[src/rtl/uart_ascii_tx_if.sv]
// Byte-strobe input and status/serial output bundle of the ASCII UART transmitter.
// master = display-driver side, slave = transmitter.
interface uart_ascii_tx_if;
  logic [7:0] byte_in;
  logic       byte_stb;
  logic       ovf_clr;
  logic       txd;
  logic       busy;
  logic       fifo_full;
  logic       overflow;

  modport master (
    output byte_in, byte_stb, ovf_clr,
    input  txd, busy, fifo_full, overflow
  );

  modport slave (
    input  byte_in, byte_stb, ovf_clr,
    output txd, busy, fifo_full, overflow
  );
endinterface

[src/rtl/uart_ascii_tx.sv]
// Buffers strobed ASCII bytes in a small FIFO and serializes them as 8N1 UART.
// txd is registered from the current FSM state, so the line lags the state by one cycle.
module uart_ascii_tx #(
  parameter int CLK_HZ     = 50000000,
  parameter int BAUD       = 9600,
  parameter int FIFO_DEPTH = 4
) (
  input  logic           clk,
  input  logic           rst_n,
  uart_ascii_tx_if.slave bus
);

  localparam int DIV = CLK_HZ / BAUD;
  localparam int AW  = $clog2(FIFO_DEPTH);
  localparam int CW  = $clog2(DIV);

  typedef enum logic [1:0] {IDLE, START, DATA, STOP} state_t;

  state_t          state;
  logic [CW-1:0]   baud_cnt;
  logic [2:0]      bit_idx;
  logic [7:0]      shreg;
  logic [7:0]      mem [FIFO_DEPTH];
  logic [AW-1:0]   wr_ptr;
  logic [AW-1:0]   rd_ptr;
  logic [AW:0]     count;
  logic [AW:0]     count_nxt;
  logic            baud_wrap;
  logic            full_now;
  logic            pop;
  logic            wr;
  logic            drop;

  always_comb begin
    baud_wrap = (baud_cnt == CW'(DIV - 1));
    full_now  = (count == (AW+1)'(FIFO_DEPTH));
    pop       = (count != '0) && ((state == IDLE) || ((state == STOP) && baud_wrap));
    // A full FIFO still accepts a byte when the head leaves in the same cycle.
    wr        = bus.byte_stb && (!full_now || pop);
    drop      = bus.byte_stb && full_now && !pop;
    count_nxt = count + {{AW{1'b0}}, wr} - {{AW{1'b0}}, pop};
  end

  // Byte storage and shift register carry data only and need no reset.
  always_ff @(posedge clk) begin
    if (wr)  mem[wr_ptr] <= bus.byte_in;
    if (pop) shreg       <= mem[rd_ptr];
  end

  always_ff @(posedge clk or negedge rst_n) begin
    if (!rst_n) begin
      wr_ptr        <= '0;
      rd_ptr        <= '0;
      count         <= '0;
      bus.fifo_full <= 1'b0;
      bus.overflow  <= 1'b0;
    end else begin
      if (wr)  wr_ptr <= wr_ptr + 1'b1;
      if (pop) rd_ptr <= rd_ptr + 1'b1;
      count         <= count_nxt;
      bus.fifo_full <= (count_nxt == (AW+1)'(FIFO_DEPTH));
      if (drop)             bus.overflow <= 1'b1;
      else if (bus.ovf_clr) bus.overflow <= 1'b0;
    end
  end

  always_ff @(posedge clk or negedge rst_n) begin
    if (!rst_n) begin
      state    <= IDLE;
      baud_cnt <= '0;
      bit_idx  <= '0;
      bus.txd  <= 1'b1;
      bus.busy <= 1'b0;
    end else begin
      case (state)
        START:   bus.txd <= 1'b0;
        DATA:    bus.txd <= shreg[bit_idx];
        default: bus.txd <= 1'b1;
      endcase

      if (state == IDLE) baud_cnt <= '0;
      else               baud_cnt <= baud_wrap ? '0 : baud_cnt + 1'b1;

      bus.busy <= 1'b1;
      case (state)
        IDLE: begin
          if (pop) state    <= START;
          else     bus.busy <= (count_nxt != '0);
        end
        START: begin
          if (baud_wrap) begin
            state   <= DATA;
            bit_idx <= '0;
          end
        end
        DATA: begin
          if (baud_wrap) begin
            if (bit_idx == 3'd7) state   <= STOP;
            else                 bit_idx <= bit_idx + 1'b1;
          end
        end
        STOP: begin
          // Chaining straight into START keeps back-to-back frames gapless.
          if (baud_wrap) begin
            if (pop) state <= START;
            else begin
              state    <= IDLE;
              bus.busy <= (count_nxt != '0);
            end
          end
        end
        default: state <= IDLE;
      endcase
    end
  end

endmodule

[src/flat_wrapper.sv]
// flat-port wrapper written by rule: the top's interface ports become plain ports
module uart_ascii_tx_flat 
#(
  parameter int CLK_HZ     = 50000000,
  parameter int BAUD       = 9600,
  parameter int FIFO_DEPTH = 4
)
  (clk, rst_n, bus_byte_in, bus_byte_stb, bus_ovf_clr, bus_txd, bus_busy, bus_fifo_full, bus_overflow);
  uart_ascii_tx_if bus_i ();
  input  logic clk;
  input  logic rst_n;
  input wire logic [$bits(bus_i.byte_in)-1:0] bus_byte_in;
  input wire logic [$bits(bus_i.byte_stb)-1:0] bus_byte_stb;
  input wire logic [$bits(bus_i.ovf_clr)-1:0] bus_ovf_clr;
  output wire logic [$bits(bus_i.txd)-1:0] bus_txd;
  output wire logic [$bits(bus_i.busy)-1:0] bus_busy;
  output wire logic [$bits(bus_i.fifo_full)-1:0] bus_fifo_full;
  output wire logic [$bits(bus_i.overflow)-1:0] bus_overflow;
  assign bus_i.byte_in = bus_byte_in;
  assign bus_i.byte_stb = bus_byte_stb;
  assign bus_i.ovf_clr = bus_ovf_clr;
  assign bus_txd = bus_i.txd;
  assign bus_busy = bus_i.busy;
  assign bus_fifo_full = bus_i.fifo_full;
  assign bus_overflow = bus_i.overflow;
  uart_ascii_tx #(.CLK_HZ(CLK_HZ), .BAUD(BAUD), .FIFO_DEPTH(FIFO_DEPTH)) u_core (.clk(clk), .rst_n(rst_n), .bus(bus_i));
endmodule
[config.mk]
export PLATFORM = sky130hd
export DESIGN_NAME = uart_ascii_tx_flat
export DESIGN_NICKNAME = d
export VERILOG_FILES = /design/src/rtl/uart_ascii_tx_if.sv /design/src/rtl/uart_ascii_tx.sv /design/src/flat_wrapper.sv
export SDC_FILE = /design/constraint.sdc
export NUM_CORES = 1
export LEC_CHECK = 0
export BUFFER_PORTS_ARGS = -buffer_cell sky130_fd_sc_hd__buf_2
export CAP_MARGIN = 20
export CORE_AREA = 5 5 81 76
export DETAILED_ROUTE_END_ITERATION = 16
export DIE_AREA = 0 0 86 81
export HOLD_SLACK_MARGIN = 0.06
export MAX_ROUTING_LAYER = met4
export PLACE_DENSITY = 0.87
export SYNTH_ARGS = -nofsm -noshare
export SYNTH_HDL_FRONTEND = slang
export SYNTH_SLANG_ARGS = --single-unit
[constraint.sdc]
create_clock -name clk -period 6.4 [get_ports clk]
set_clock_uncertainty 0.2 [all_clocks]
set_input_delay 1.28 -clock clk [delete_from_list [all_inputs] [get_ports clk]]
set_output_delay 1.28 -clock clk [all_outputs]
set_load 0.02 [all_outputs]
Word level (Yosys, flattened, before mapping)
Memories as Yosys holds them, arrays and structs flattened. A register that Yosys moved wholly into a read port is not among the register bits.
Cells that the tools add are included.
Word-level totals
  register bits after elaboration: 29
  memory bits (writable): 32
  input bits: 12
  output and inout bits: 4
  word-level logic and storage cells: 70
  memories kept: 1
Memory list
  u_core.mem: depth 4, width 8, read ports 1, clocked after Yosys merged registers in 1, write ports 1, RTL line uart_ascii_tx.sv:23  | logic [7:0] mem [FIFO_DEPTH];
Operators by class
  add/sub/neg operators: 6
  magnitude comparators: 1
  equal/unequal tests: 13
  muxes and demuxes: 23
  reductions and logical operators: 16
Operators by type and width (number)
  13-bit 2-to-1 mux: 2
  13-bit by 1-bit adder with 13-bit output (second input constant): 1
  13-bit == test (second input constant): 1
  2-bit 2-to-1 mux: 5
  2-bit by 1-bit != test with 1-bit output (second input constant): 5
  3-bit == test (second input constant): 3
  3-bit 2-to-1 mux: 3
  1-bit 2-to-1 mux: 8
  2-bit case mux with 4 select lines: 1
  3-bit case mux with 2 select lines: 1
  3-bit nonzero test: 2
  1-bit logical AND: 5
  5-bit AND reduction: 1
  2-bit by 1-bit adder with 2-bit output (second input constant): 2
  2-bit == test (second input constant): 2
  3-bit by 4-bit less-than comparator with 1-bit output (second input constant): 1
  1-bit case mux with 2 select lines: 2
  4-bit AND reduction: 1
  2-bit nonzero test: 2
  3-bit by 1-bit adder with 3-bit output: 1
  3-bit by 1-bit adder with 3-bit output (second input constant): 1
  1-bit binary-select mux with 3-bit select: 1
  3-bit by 1-bit subtractor with 3-bit output: 1
  2-bit by 1-bit == test with 1-bit output (second input constant): 1
  4 further kinds: 6

Longest topological paths before layout
Gate-level depths: netlist of the first run.
  word-level depth: 12
  mapped depth: 11
  depth with buffers taken out: 11

Worst setup path before layout of the first run
No wires, ideal clock.
  path type: input-to-reg
  start point: in bus_byte_stb
  end point: reg u_core.bus.busy
  library setup time: 0.124 ns
  arrival time: 2.925 ns
  required time: 6.076 ns
  slack: 3.151 ns
  stages on the path: 8
  path buffers: 0
  cell sequence: nand2_1 o22ai_4 ha_1 fa_1 xor3_1 nand2_1 a21o_1 a211o_1
Between the ends
  longest elaborated chain between the ends: 7
Ends and longest elaborated chain
  start: declaration: RTL line flat_wrapper.sv:13  | input wire logic [$bits(bus_i.byte_stb)-1:0] bus_byte_stb;
  1-bit logical AND *: RTL line uart_ascii_tx.sv:39  | wr = bus.byte_stb && (!full_now || pop);
  named net u_core.wr: RTL line uart_ascii_tx.sv:31  | logic wr;
  3-bit by 1-bit adder with 3-bit output *: RTL line uart_ascii_tx.sv:41  | count_nxt = count + {{AW{1'b0}}, wr} - {{AW{1'b0}}, pop};
  3-bit by 1-bit subtractor with 3-bit output *: RTL line uart_ascii_tx.sv:41
  3-bit nonzero test *: RTL line uart_ascii_tx.sv:88, uart_ascii_tx.sv:108
  1-bit 2-to-1 mux *: RTL line uart_ascii_tx.sv:87, uart_ascii_tx.sv:105
  1-bit 2-to-1 mux: RTL line uart_ascii_tx.sv:104  | if (baud_wrap) begin
  1-bit case mux with 2 select lines *: RTL line uart_ascii_tx.sv:85  | case (state)
  end signal: assignment: RTL line uart_ascii_tx.sv:88  | else bus.busy <= (count_nxt != '0);
  end signal: assignment: RTL line uart_ascii_tx.sv:108  | bus.busy <= (count_nxt != '0);
  end: declaration: RTL line uart_ascii_tx_if.sv:19  | output txd, busy, fifo_full, overflow
Mark *: on every way through the listed nets, which the timed path passes. The rest lies on a longest branch.
A chain may end at the register's enable or synchronous reset.

Worst setup path after layout of the first run
  start point: reg u_core.state[0]
  end point: reg u_core.bus.busy
Between the ends
  longest elaborated chain between the ends: 12
  elaborated cells between the ends (all ways): 13
  those cells by class: add/sub: 2; eq/ne: 1; mux: 3; reduce/logical: 7
Ends and longest elaborated chain
  start: declaration: RTL line uart_ascii_tx.sv:19  | state_t state;
  start signal: assignment: RTL line uart_ascii_tx.sv:69  | state <= IDLE;
  start signal: assignment: RTL line uart_ascii_tx.sv:87  | if (pop) state <= START;
  start signal: assignment: RTL line uart_ascii_tx.sv:92  | state <= DATA;
  2-bit == test: RTL line uart_ascii_tx.sv:37  | pop = (count != '0) && ((state == IDLE) || ((state == STOP) && baud_wrap));
  1-bit logical AND: RTL line uart_ascii_tx.sv:37
  1-bit logical OR *: RTL line uart_ascii_tx.sv:37
  1-bit logical AND *: RTL line uart_ascii_tx.sv:37
  1-bit logical OR *: RTL line uart_ascii_tx.sv:39
  1-bit logical AND *: RTL line uart_ascii_tx.sv:39
  named net u_core.wr: RTL line uart_ascii_tx.sv:31
  3-bit by 1-bit adder with 3-bit output *: RTL line uart_ascii_tx.sv:41
  3-bit by 1-bit subtractor with 3-bit output *: RTL line uart_ascii_tx.sv:41
  3-bit nonzero test *: RTL line uart_ascii_tx.sv:88, uart_ascii_tx.sv:108
  1-bit 2-to-1 mux *: RTL line uart_ascii_tx.sv:87, uart_ascii_tx.sv:105
  1-bit 2-to-1 mux: RTL line uart_ascii_tx.sv:104
  1-bit case mux with 2 select lines *: RTL line uart_ascii_tx.sv:85
Marked as above.

==> results of run 1 <==
==> logic make-up (layout without fill, tap and decap cells) <==
logic type      after synthesis  in the layout  share of synthesized area [%]
compound gates               10             10                           2.83
fa+ha+maj                    14             14                           5.89
simple gates                 69             69                           13.0
buf+inv                      18             44                           2.26
mux                          15             15                           9.08
flops                        69             69                           62.2
xor+xnor                     15             15                           4.72
==> cell usage after synthesis, types with 3 or more instances <==
| master | instances | area share (%) |
|---|---|---|
| xnor2_1 | 11 | 3.1 |
| nor3_1 | 4 | 0.65 |
| nand2_1 | 4 | 0.48 |
| xor2_1 | 3 | 0.85 |
| nor4_1 | 4 | 0.81 |
| mux2i_1 | 3 | 0.97 |
| and2_1 | 4 | 0.81 |
| edfxtp_1 | 40 | 39 |
| nor2_1 | 19 | 2.3 |
| nand4_1 | 3 | 0.61 |
| inv_1 | 13 | 1.6 |
| o21ai_0 | 3 | 0.48 |
| ha_1 | 13 | 5.2 |
| dfrtp_1 | 28 | 23 |
| nand3_1 | 15 | 2.4 |
| mux4_2 | 10 | 7.3 |
==> worst max path at each step <==
stage                     slack [ns]         endpoint
after floorplan                 3.15  u_core.bus.busy
after global placement          2.99  u_core.bus.busy
after detailed placement        2.91  u_core.bus.busy
after CTS                       3.08  u_core.bus.busy
after global routing            2.93  u_core.bus.busy
final                           3.08  u_core.bus.busy
==> through the flow <==
stage	cells	total power, mW	area [um^2]	hold WS [ns]
after CTS	303	1.09	3430	0.285
after detailed placement	288	0.758	3240	0.274
after global routing	303	1.14	3430	0.324
final	303	1.08	3430	0.287
after floorplan	210	0.699	3100	0.248
after global placement	288	0.744	3240	0.268
==> power by group through the flow <==
| stage | sequential, mW | combinational, mW | clock (mW) |
|---|---|---|---|
| final | 0.571 | 0.177 | 0.331 |
| after global routing | 0.577 | 0.197 | 0.365 |
| after CTS | 0.571 | 0.181 | 0.339 |
| after detailed placement | 0.579 | 0.179 | 0 |
| after global placement | 0.575 | 0.168 | 0 |
| after floorplan | 0.575 | 0.125 | 0 |
==> layout make-up <==
type,instances,area (um^2),area share (%)
Multi-Input combinational cell,123,1100,32.1
Clock inverter,6,65.1,1.90
Clock buffer,9,124,3.61
Tap cell,67,83.8,2.44
Sequential cell,69,1930,56.2
Inverter,14,52.6,1.53
Timing Repair Buffer,15,75.1,2.19
==> placed cells by master (no fill, tap or decap), types with 4 or more instances in the layout <==
master / n
edfxtp_1: 40
dfrtp_1: 28
nor2_1: 19
nand3_1: 15
buf_2: 15
inv_1: 13
ha_1: 13
xnor2_1: 11
mux4_2: 10
clkbuf_8: 9
nand2_1: 4
nor4_1: 4
nor3_1: 4
and2_1: 4
==> per-layer routing <==
layer / up-vias / track usage (%) / routed length [um]
li1: 817 / - / -
met1: 871 / 22.9 / 2330
met2: 59 / 28.7 / 2630
met3: 14 / 6.39 / 301
met4: 0 / 6.49 / 103
met5: - / - / 0
==> sequential cells by signal (all words and copies together), names as in the netlist, 2 cells and up <==
register and flops:
u_core.mem 32, u_core.baud_cnt 13, u_core.shreg 8, u_core.bit_idx 3
u_core.count 3, u_core.rd_ptr 2, u_core.state 2, u_core.wr_ptr 2
==> worst max-delay path, delay by kind of cell, from the launching register on <==
family | cells | cell delay, ns
AOI/OAI and AO/OA | 3 | 0.59
adders and majority gates | 3 | 0.90
DFF | 1 | 0.41
and+or+nand+nor | 2 | 0.53
buffers and inverters | 1 | 0.11
xor gates and xnor gates | 1 | 0.46
==> impl_results.md, run 1 <==
* Status: finished, final reports clean
* Setup crit start kind: flop
* WHS Path Cells at 1
* Max Cap Viol at 0
* R2R Setup Slk at 3.08 ns
* Fin. Hold Viols at 0
* Post-synth EDFFs at 40
* GP Congestion at about 0.76
* Setup-failing EPs final at 0
* Worst skew pair latency at approximately 0.34 ns
* Asr flop ratio synth at a little over two fifths
* Final setup margin at 3.08 ns
* Fin crit share at 51.9%
* H-tree depth at 3
* CP peak stage delay at approximately 0.46 ns
* CP Max Fanout at 7
* Starting Density at 60.0%
* Reg clk slew, reported paths at 0.07 ns
* First-pass GRT wire length at 9250 um
* Wire per inst at 17.7 um
* Worst-margin pin slew at 0.698 ns
* Reg2reg end: u_core.bus.busy
* CTS sink cnt at 69
* Vias in the first global route at 1,877
* Switching share of power at 26.2%
* Power Density at 315 nW/um^2
* Internal power at around 0.80 mW
* Vias at 1,761
* Hold_sp: u_core.baud_cnt[0]
* Diodes inserted at 0
* Post-detail-place hpwl at 3580 um
* Clock Power Share at ~31%
* CP cell instances: inv_1 > ha_1 > nor4b_2 > o22ai_4 > ha_1 > fa_1 > xor3_1 > nand2_1 > a21o_1 > a211o_1
* R2R depth at 10
* Grt ovf at 0
* Register area share after synthesis at about 62%
* CTS tree: yes
* Net Count, Synth at 236
* Area delta synth->final at 10.7%
* Core box area at between 5000 and 6000 um^2
* Unique cell type count in the Yosys netlist at 45
* DRC at 0
* WHS Endpoint: u_core.baud_cnt[0]
* Slew Viols, Final at 0
* Fillers at 367
* Num CTS Buffers at 9
* Max VDD drop at approximately 0.00019 V
* Fin util at about two thirds
* Layout cells sized above 1 at 21.2%
* Slowest CP cell: xor3_1
* CP Launch Point: u_core.state[0]
* Most frequent cell on the critical path: ha_1
* Reg2Reg Launch Point: u_core.state[0]
* Pin count of the biggest net entering global routing at 30
* Row cnt at 25
* Overall Global Routing Usage at 18.5%
* Via density at 5.81
* Max clock buf depth at 2
* Post-DRT Antenna Nets at 0
* Fin crit period at about 3.3 ns
* IO buf count at 15
* Die X at 86 um
* Detailed Route WL at 5370 um
* Fin nets at 258
* Die Footprint at about 7000 um^2
* Pre-antenna DRT Iters at 4
* Comb power frac at 16.4%
* 1st-iter DRT viols at 94
* Flop and latch count out of synthesis at 69
* Slew headroom at 52.8%
* CTS Hold Bufs at 0
* Critical path class: reg2reg
* Dominant synthesized flop cell: edfxtp_1
* Number of top-level pins at 16
* Cells after synthesis at 210
* Synth Cell Area at around 3100 um^2
* Leak at approximately 1.3 nW
* Register share of total power at 52.9%
* Unrepaired setup endpoints after global routing: no
* Worst Hold Class: reg2reg
* Fmax at 301 MHz
* Setup_tns at 0 ns
* CTS root buffer: clkbuf_8
* Worst EP arrival at 3.34 ns
* Initial antenna violation count at 0
* Required @ worst endpoint at about 6.4 ns
* Syn_area_per_cell at 14.8 um^2
* Die Span Y at 81 um
* CTS resizes at 0
* Ys Warns at 0
* Sw Pwr at between 0.2 and 0.3 mW
* Post-Place Setup Slack at 2.91 ns
* CP Capture Type: flop
* Post CTS Setup Buffer Count at 0
(Power assumes the default switching activity.)
==> run 2: changes to the inputs <==
- ABC_AREA: not set -> 1
- CORE_AREA: 5 5 81 76 -> 5 5 83 77
- DIE_AREA: 0 0 86 81 -> 0 0 88 82
- PLACE_DENSITY: 0.87 -> 0.86
- clock period: 6.4 -> 3.1 ns (I/O delays scaled with it)
==> run 2 against run 1 <==
  * Sequential share of layout area decreased by 1.8 points
  * Sequential power increased by 150%
  * Largest power group unchanged
  * Via count increased by 22%
  * Clock power increased by 140%
  * Register-to-register slack got worse by 2.8 ns
  * Largest cell class unchanged
==> impl_results.md, run 2 <==
* Diodes inserted at 0 (unchanged)
* R2R depth at 14 (+4)
* Max VDD drop at 0.000611 V (+230%)
* Flop and latch count out of synthesis at 69 (unchanged)
* Setup_tns at 0 ns (unchanged)
* Non-Filler Instances at 397 (+31%)
* Unique cell type count in the Yosys netlist at 28 (-38%)
* Via density at 5.41 (-6.9%)
* First-pass GRT wire length at 9760 um (+5.5%)
* Area delta synth->final at 11.8%
* Setup crit start kind: flop
* CTS tree: yes
* CP Capture Type: flop
* Unrepaired setup endpoints after global routing: no
* Post-Place Setup Slack at 0.186 ns (-2.73 ns)
* Slew Viols, Final at 0 (unchanged)
* Final setup margin at 0.259 ns (-2.82 ns)
* Cell taking the most area after synthesis: edfxtp_1
* Placed Instances at 381 (+32%)
* Fin. Hold Viols at 0 (unchanged)
* Post-detail-place hpwl at 3930 um (+9.7%)
* Post CTS Setup Buffer Count at 0 (unchanged)
* Synth Cell Area at 3170 um^2 (+2.2%)
* Cells after synthesis at 298 (+42%)
* Register area share after synthesis at 60.9% (-1.3 points)
* Most frequent cell after synthesis: nand2_1
* Power Density at 924 nW/um^2 (+190%)
* Global Route met2 Usage at 28.7% (+0.030 points)
* Pre-antenna DRT Iters at 4 (unchanged)
* Most common cell after layout, fill and taps aside: nand2_1
* Starting Density at 57.6% (-2.4 points)
* Max clock buf depth at 2 (unchanged)
* Grt ovf at 0 (unchanged)
* Fin crit share at 91.6% (+40 points)
* GP Congestion at 0.819 (+8.0%)
* Post-synth top area share at 37.9% (-0.83 points)
* Number of top-level pins at 16 (unchanged)
* Die X at 88 um (+2.3%)
* Reg2reg end: u_core.bus.busy
* Fin crit period at 2.84 ns (-0.480 ns)
* Wire per inst at 14.4 um (-19%)
* Status: finished, final reports clean
* Leak at 1.47 nW (+9.6%)
* Post-synth EDFFs at 40 (unchanged)
* Grt met1 use at 24.0% (+1.1 points)
* Worst Hold Class: in2async
* Biggest regs: u_core.mem (32), u_core.baud_cnt (13), u_core.shreg (8)
* CTS root buffer: clkbuf_8
* Worst EP arrival at 2.88 ns (-0.46 ns)
* Syn_area_per_cell at 10.6 um^2 (-28%)
* Asr flop ratio synth at 42.0% (unchanged)
* Worst skew pair latency at 0.35 ns (about the same)
* Row cnt at 26 (+4.0%)
* Worst-margin pin slew at 0.634 ns (-0.0631 ns)
* Core box area at 5500 um^2 (+6.5%)
* IO buf count at 15 (unchanged)
* Net Count, Synth at 324 (+37%)
* H-tree depth at 3 (unchanged)
* Post-DRT Antenna Nets at 0 (unchanged)
* Most frequent cells in the layout: nand2_1, edfxtp_1, nor2_1, inv_1, o21ai_0
* Setup-failing EPs final at 0 (unchanged)
* Num CTS Buffers at 9 (unchanged)
* DRC at 0 (unchanged)
* Pin count of the biggest net entering global routing at 30 (unchanged)
* Reg clk slew, reported paths at 0.09 ns (+0.02 ns)
* Slew headroom at 57.7% (+4.9 points)
* Dominant synthesized flop cell: edfxtp_1
* Met3 track demand over resource at 5.72% (-0.67 points)
* Reg2Reg Launch Point: u_core.state[0]
* R2R Setup Slk at 0.26 ns (-2.82 ns)
* Top post-synthesis cells by count: nand2_1, edfxtp_1, nor2_1, inv_1, o21ai_0
* CP Max Fanout at 10 (+3)
* Layout cells sized above 1 at 16.2% (-5.0 points)
* Required @ worst endpoint at 3.14 ns (-3.28 ns)
* Max Cap Viol at 0 (unchanged)
* Ys Warns at 0 (unchanged)
* Die Span Y at 82 um (+1.2%)
* CTS sink cnt at 69 (unchanged)
* Detailed Route WL at 5720 um (+6.5%)
* Vias in the first global route at 2,085 (+11%)
* Largest register FFs at 32 (unchanged)
* Initial antenna violation count at 0 (unchanged)
* Critical path class: reg2reg
* Overall Global Routing Usage at 18.7% (+0.12 points)
* Fmax at 352 MHz (+17%)
* 1st-iter DRT viols at 78 (-17%)
* Fillers at 416 (+13%)
* Die Footprint at 7220 um^2 (+3.6%)
* Biggest register: u_core.mem
* Vias at 2,148 (+22%)
* Top Usage Layer GRT: met2
* Power, Total at 3.27 mW (+200%)
* Main area contributors after synthesis: edfxtp_1, dfrtp_1, ha_1
* Fin nets at 348 (+35%)
run 2: cell types whose count changed after synthesis, moves of 8 or more:
cell and change:
mux4_2 -10, o21ai_0 +26, nor2_2 +8, xnor2_1 -11
nor2_1 +20, o22ai_1 +8, nand2_1 +37, inv_1 +24
run 2: metal layers:
layer | vias up | share of wire (%)
met1 | 1036 | 44
met4 | 0 | 1.5
met2 | 65 | 49
met3 | 9 | 4.9
li1 | 1038 | -
met5 | - | 0
run 2: final cells by class:
cell class / instances / area (um^2) / area share, %
sequential: 69 / 1930 / 54.5
clock inverter: 7 / 88.8 / 2.51
tap: 70 / 87.6 / 2.47
clock buffer: 9 / 124 / 3.50
timing repair buffer: 16 / 82.6 / 2.33
multi-input combinational: 188 / 1080 / 30.6
inverter: 38 / 145 / 4.10
run 2: cells by family (layout without fill, tap and decap cells):
family                     count (synthesis)  in the layout  synth area share (%)
and+or+nand+nor                          121            121                  18.6
DFF                                       69             69                  60.9
AOI/OAI and AO/OA                         45             45                  7.59
buffers and inverters                     41             70                  4.94
adders and majority gates                 14             14                  5.77
xor gates and xnor gates                   8              8                  2.21
run 2: how the worst max path moves through the flow:
stage	startpoint	endpoint	slack, ns	cells after the start
6_report	u_core.state[0]	u_core.bus.busy	0.26	14
5_1_grt	u_core.baud_cnt[0]	u_core.bus.busy	0.07	15
4_1_cts	u_core.state[0]	u_core.bus.busy	0.17	14
3_5_place_dp	u_core.state[0]	u_core.bus.busy	0.19	14
3_3_place_gp	u_core.state[0]	u_core.bus.busy	0.29	14
2_1_floorplan	u_core.state[0]	u_core.bus.busy	0.42	14
run 2: critical path: stages (launching register included):
cell and delay (ns):
dfrtp_1 0.43, inv_1 0.11, ha_2 0.24, or2_2 0.35, nand3_4 0.14, inv_4 0.08, nand2_1 0.11, nand2_1 0.07
ha_1 0.20, fa_1 0.38, xor2_1 0.18, inv_1 0.08, nand2_1 0.05, nand2_1 0.06, nand3_1 0.06
run 2: through the flow:
stage          instance area (um^2)  utilization (%)  hold WS [ns]
6_report                       3540             64.4        0.0792
3_3_place_gp                   3320             60.4         0.253
4_1_cts                        3540             64.3        0.0998
5_1_grt                        3540             64.4         0.144
3_5_place_dp                   3320             60.4         0.268
2_1_floorplan                  3170                -         0.124
run 2: report_power, final:
part           internal (mW)  switching (mW)  leakage [nW]  total [mW]
Combinational          0.363           0.708         0.624        1.07
Clock                  0.394           0.404         0.106       0.798
Sequential              1.26           0.149         0.743        1.40
run 2: timing repair:
action | in CTS | in global routing
hold buffers | 0 | 0
endpoints found under the setup margin | 0 | 1
gates resized for setup | 0 | 2
==> run 3: changes to the inputs <==
- ABC_CLOCK_PERIOD_IN_PS: not set -> 3310
- CORE_AREA: 5 5 83 77 -> 5 5 82 76
- DIE_AREA: 0 0 88 82 -> 0 0 87 81
- PLACE_DENSITY: 0.86 -> 0.88
- clock period: 3.1 -> 3.31 ns (I/O delays scaled with it)
==> run 3 against run 2 <==
  * Global-route usage down 0.56 points
  * Sequential cell count unchanged
  * Worst setup slack better by 0.098 ns
  * Clock-buffer cell count unchanged
  * Via count down 3.8%
  * Register-to-register slack better by 0.098 ns
  * Largest cell class unchanged
==> impl_results.md, run 3 (synthesis gave the netlist of run 2 again) <==
* Non-Filler Instances at 394 (-0.76%)
* Vias at 2,066 (-3.8%)
* Layout cells sized above 1 at 15.9% (-0.31 points)
* Setup crit start kind: flop
* Sw Pwr at 1.13 mW (-11%)
* Post CTS Setup Buffer Count at 0 (unchanged)
* Detailed Route WL at 5380 um (-5.9%)
* Via density at 5.24 (-3.1%)
* Worst EP arrival at 2.98 ns (+0.10 ns)
* Worst Hold Class: in2async
* Most common cell after layout, fill and taps aside: nand2_1
* Fillers at 352 (-15%)
* 1st-iter DRT viols at 89 (+14%)
* Fmax at 339 MHz (-3.8%)
* Slew headroom at 57.6% (-0.12 points)
* CP Max Fanout at 10 (unchanged)
* Die X at 87 um (-1.1%)
* CP Capture Type: flop
* Slew Viols, Final at 0 (unchanged)
* Post-detail-place hpwl at 3920 um (-0.26%)
* GP Congestion at 0.819 (about the same)
* Max VDD drop at 0.000648 V (+6.1%)
* Max Cap Viol at 0 (unchanged)
* Required @ worst endpoint at 3.34 ns (+0.20 ns)
* Core box area at 5220 um^2 (-5.0%)
* Pre-antenna DRT Iters at 4 (unchanged)
* First-pass GRT wire length at 9520 um (-2.5%)
* Row cnt at 25 (-3.8%)
* Unrepaired setup endpoints after global routing: no
* Worst-margin pin slew at 0.636 ns (+0.00187 ns)
* Status: finished, final reports clean
* Initial antenna violation count at 0 (unchanged)
* Biggest register: u_core.mem
* Register share of total power at 45.0% (+2.1 points)
* Setup-failing EPs final at 0 (unchanged)
* Number of top-level pins at 16 (unchanged)
* Pin count of the biggest net entering global routing at 30 (unchanged)
* Reg clk slew, reported paths at 0.08 ns (about the same)
* Clock Power Share at 21.3% (-3.1 points)
* Grt ovf at 0 (unchanged)
* Fin crit period at 2.95 ns (+0.112 ns)
* Area delta synth->final at 10.6%
* Fin nets at 348 (unchanged)
* Starting Density at 60.6% (+3.0 points)
* CTS Hold Bufs at 0 (unchanged)
* IO buf count at 15 (unchanged)
* Multi-input logic area at 1080 um^2 (-0.23%)
* Overall Global Routing Usage at 18.1% (-0.56 points)
* Vias in the first global route at 2,073 (-0.58%)
* DRC at 0 (unchanged)
* Switching share of power at 38.6% (+0.096 points)
* Power Density at 833 nW/um^2 (-9.9%)
* Hold Slack at 0.126 ns (+0.0470 ns)
* Diodes inserted at 0 (unchanged)
* Post-DRT Antenna Nets at 0 (unchanged)
* Wire per inst at 13.7 um (-5.2%)
* Worst skew pair latency at 0.35 ns (about the same)
* Biggest regs: u_core.mem (32), u_core.baud_cnt (13), u_core.shreg (8)
* CTS root buffer: clkbuf_8
* Fin. Hold Viols at 0 (unchanged)
* H-tree depth at 3 (unchanged)
* Comb power frac at 33.8% (+1.1 points)
* Placed Instances at 378 (-0.79%)
* Register Area at 1930 um^2 (unchanged)
* Die Footprint at 7050 um^2 (-2.3%)
* Most frequent cells in the layout: nand2_1, edfxtp_1, nor2_1, inv_1, o21ai_0
* CTS sink cnt at 69 (unchanged)
* Setup_tns at 0 ns (unchanged)
* Num CTS Buffers at 9 (unchanged)
* CTS resizes at 0 (unchanged)
* Max clock buf depth at 2 (unchanged)
* Fin crit share at 89.2% (-2.4 points)
* Leak at 1.46 nW (-0.87%)
* Largest register FFs at 32 (unchanged)
* Critical path class: reg2reg
* Die Span Y at 81 um (-1.2%)
* CTS tree: yes
* Internal power at 1.79 mW (-11%)
## run 3: metrics by stage
step,instance area [um^2],utilization [%],total power [mW],worst slack [ns]
floorplan,3170,-,2.05,0.629
global placement,3320,63.5,2.25,0.499
CTS,3500,67.0,2.94,0.343
detailed placement,3320,63.5,2.31,0.384
finish,3500,67.0,2.92,0.357
global route,3500,67.0,3.14,0.144
## run 3: worst paths after layout
check	start	end	slack [ns]	depth (start not counted)
worst min register to register	u_core.baud_cnt[12]	u_core.baud_cnt[12]	0.27	1
worst max register to register	u_core.state[0]	u_core.bus.busy	0.36	14
worst min-delay path	rst_n	u_core.baud_cnt[7]	0.13	1
max in group asynchronous	rst_n	u_core.baud_cnt[10]	2.35	1
worst max-delay path	u_core.state[0]	u_core.bus.busy	0.36	14
min in group clk	u_core.baud_cnt[12]	u_core.baud_cnt[12]	0.27	1
## run 3: layer usage
metal	up-vias	global-route usage (%)	wire length (um)	part of all wire, %
met2	55	28.4	2590	48
li1	1047	-	-	-
met5	-	-	0	0
met4	0	4.83	63	1.2
met1	955	23.2	2440	45
met3	9	5.27	282	5.2
## run 3: power by group through the flow
stage / logic (mW) / clock network, mW / registers [mW]
2_1_floorplan: 0.761 / 0 / 1.29
3_5_place_dp: 0.985 / 0 / 1.33
6_report: 0.985 / 0.621 / 1.31
5_1_grt: 1.13 / 0.672 / 1.34
4_1_cts: 0.996 / 0.633 / 1.31
3_3_place_gp: 0.934 / 0 / 1.32
## run 3: area by class of cell
cell class	count	area share, %
multi-input cells	188	30.9
well taps	67	2.39
inverters	38	4.07
flip-flops and latches	69	55.1
clock inverters	7	1.68
clock buffers	9	3.54
repair buffers	16	2.36
## run 3: worst max-delay path, stage by stage (launching register included)
cell and delay, ns:
dfrtp_1 0.42, inv_1 0.10, ha_1 0.28, or2_2 0.37
nand3_4 0.13, inv_2 0.11, nand2_1 0.12, nand2_1 0.08
ha_1 0.20, fa_1 0.37, xor2_1 0.18, inv_1 0.09
nand2_1 0.06, nand2_1 0.05, nand3_1 0.06
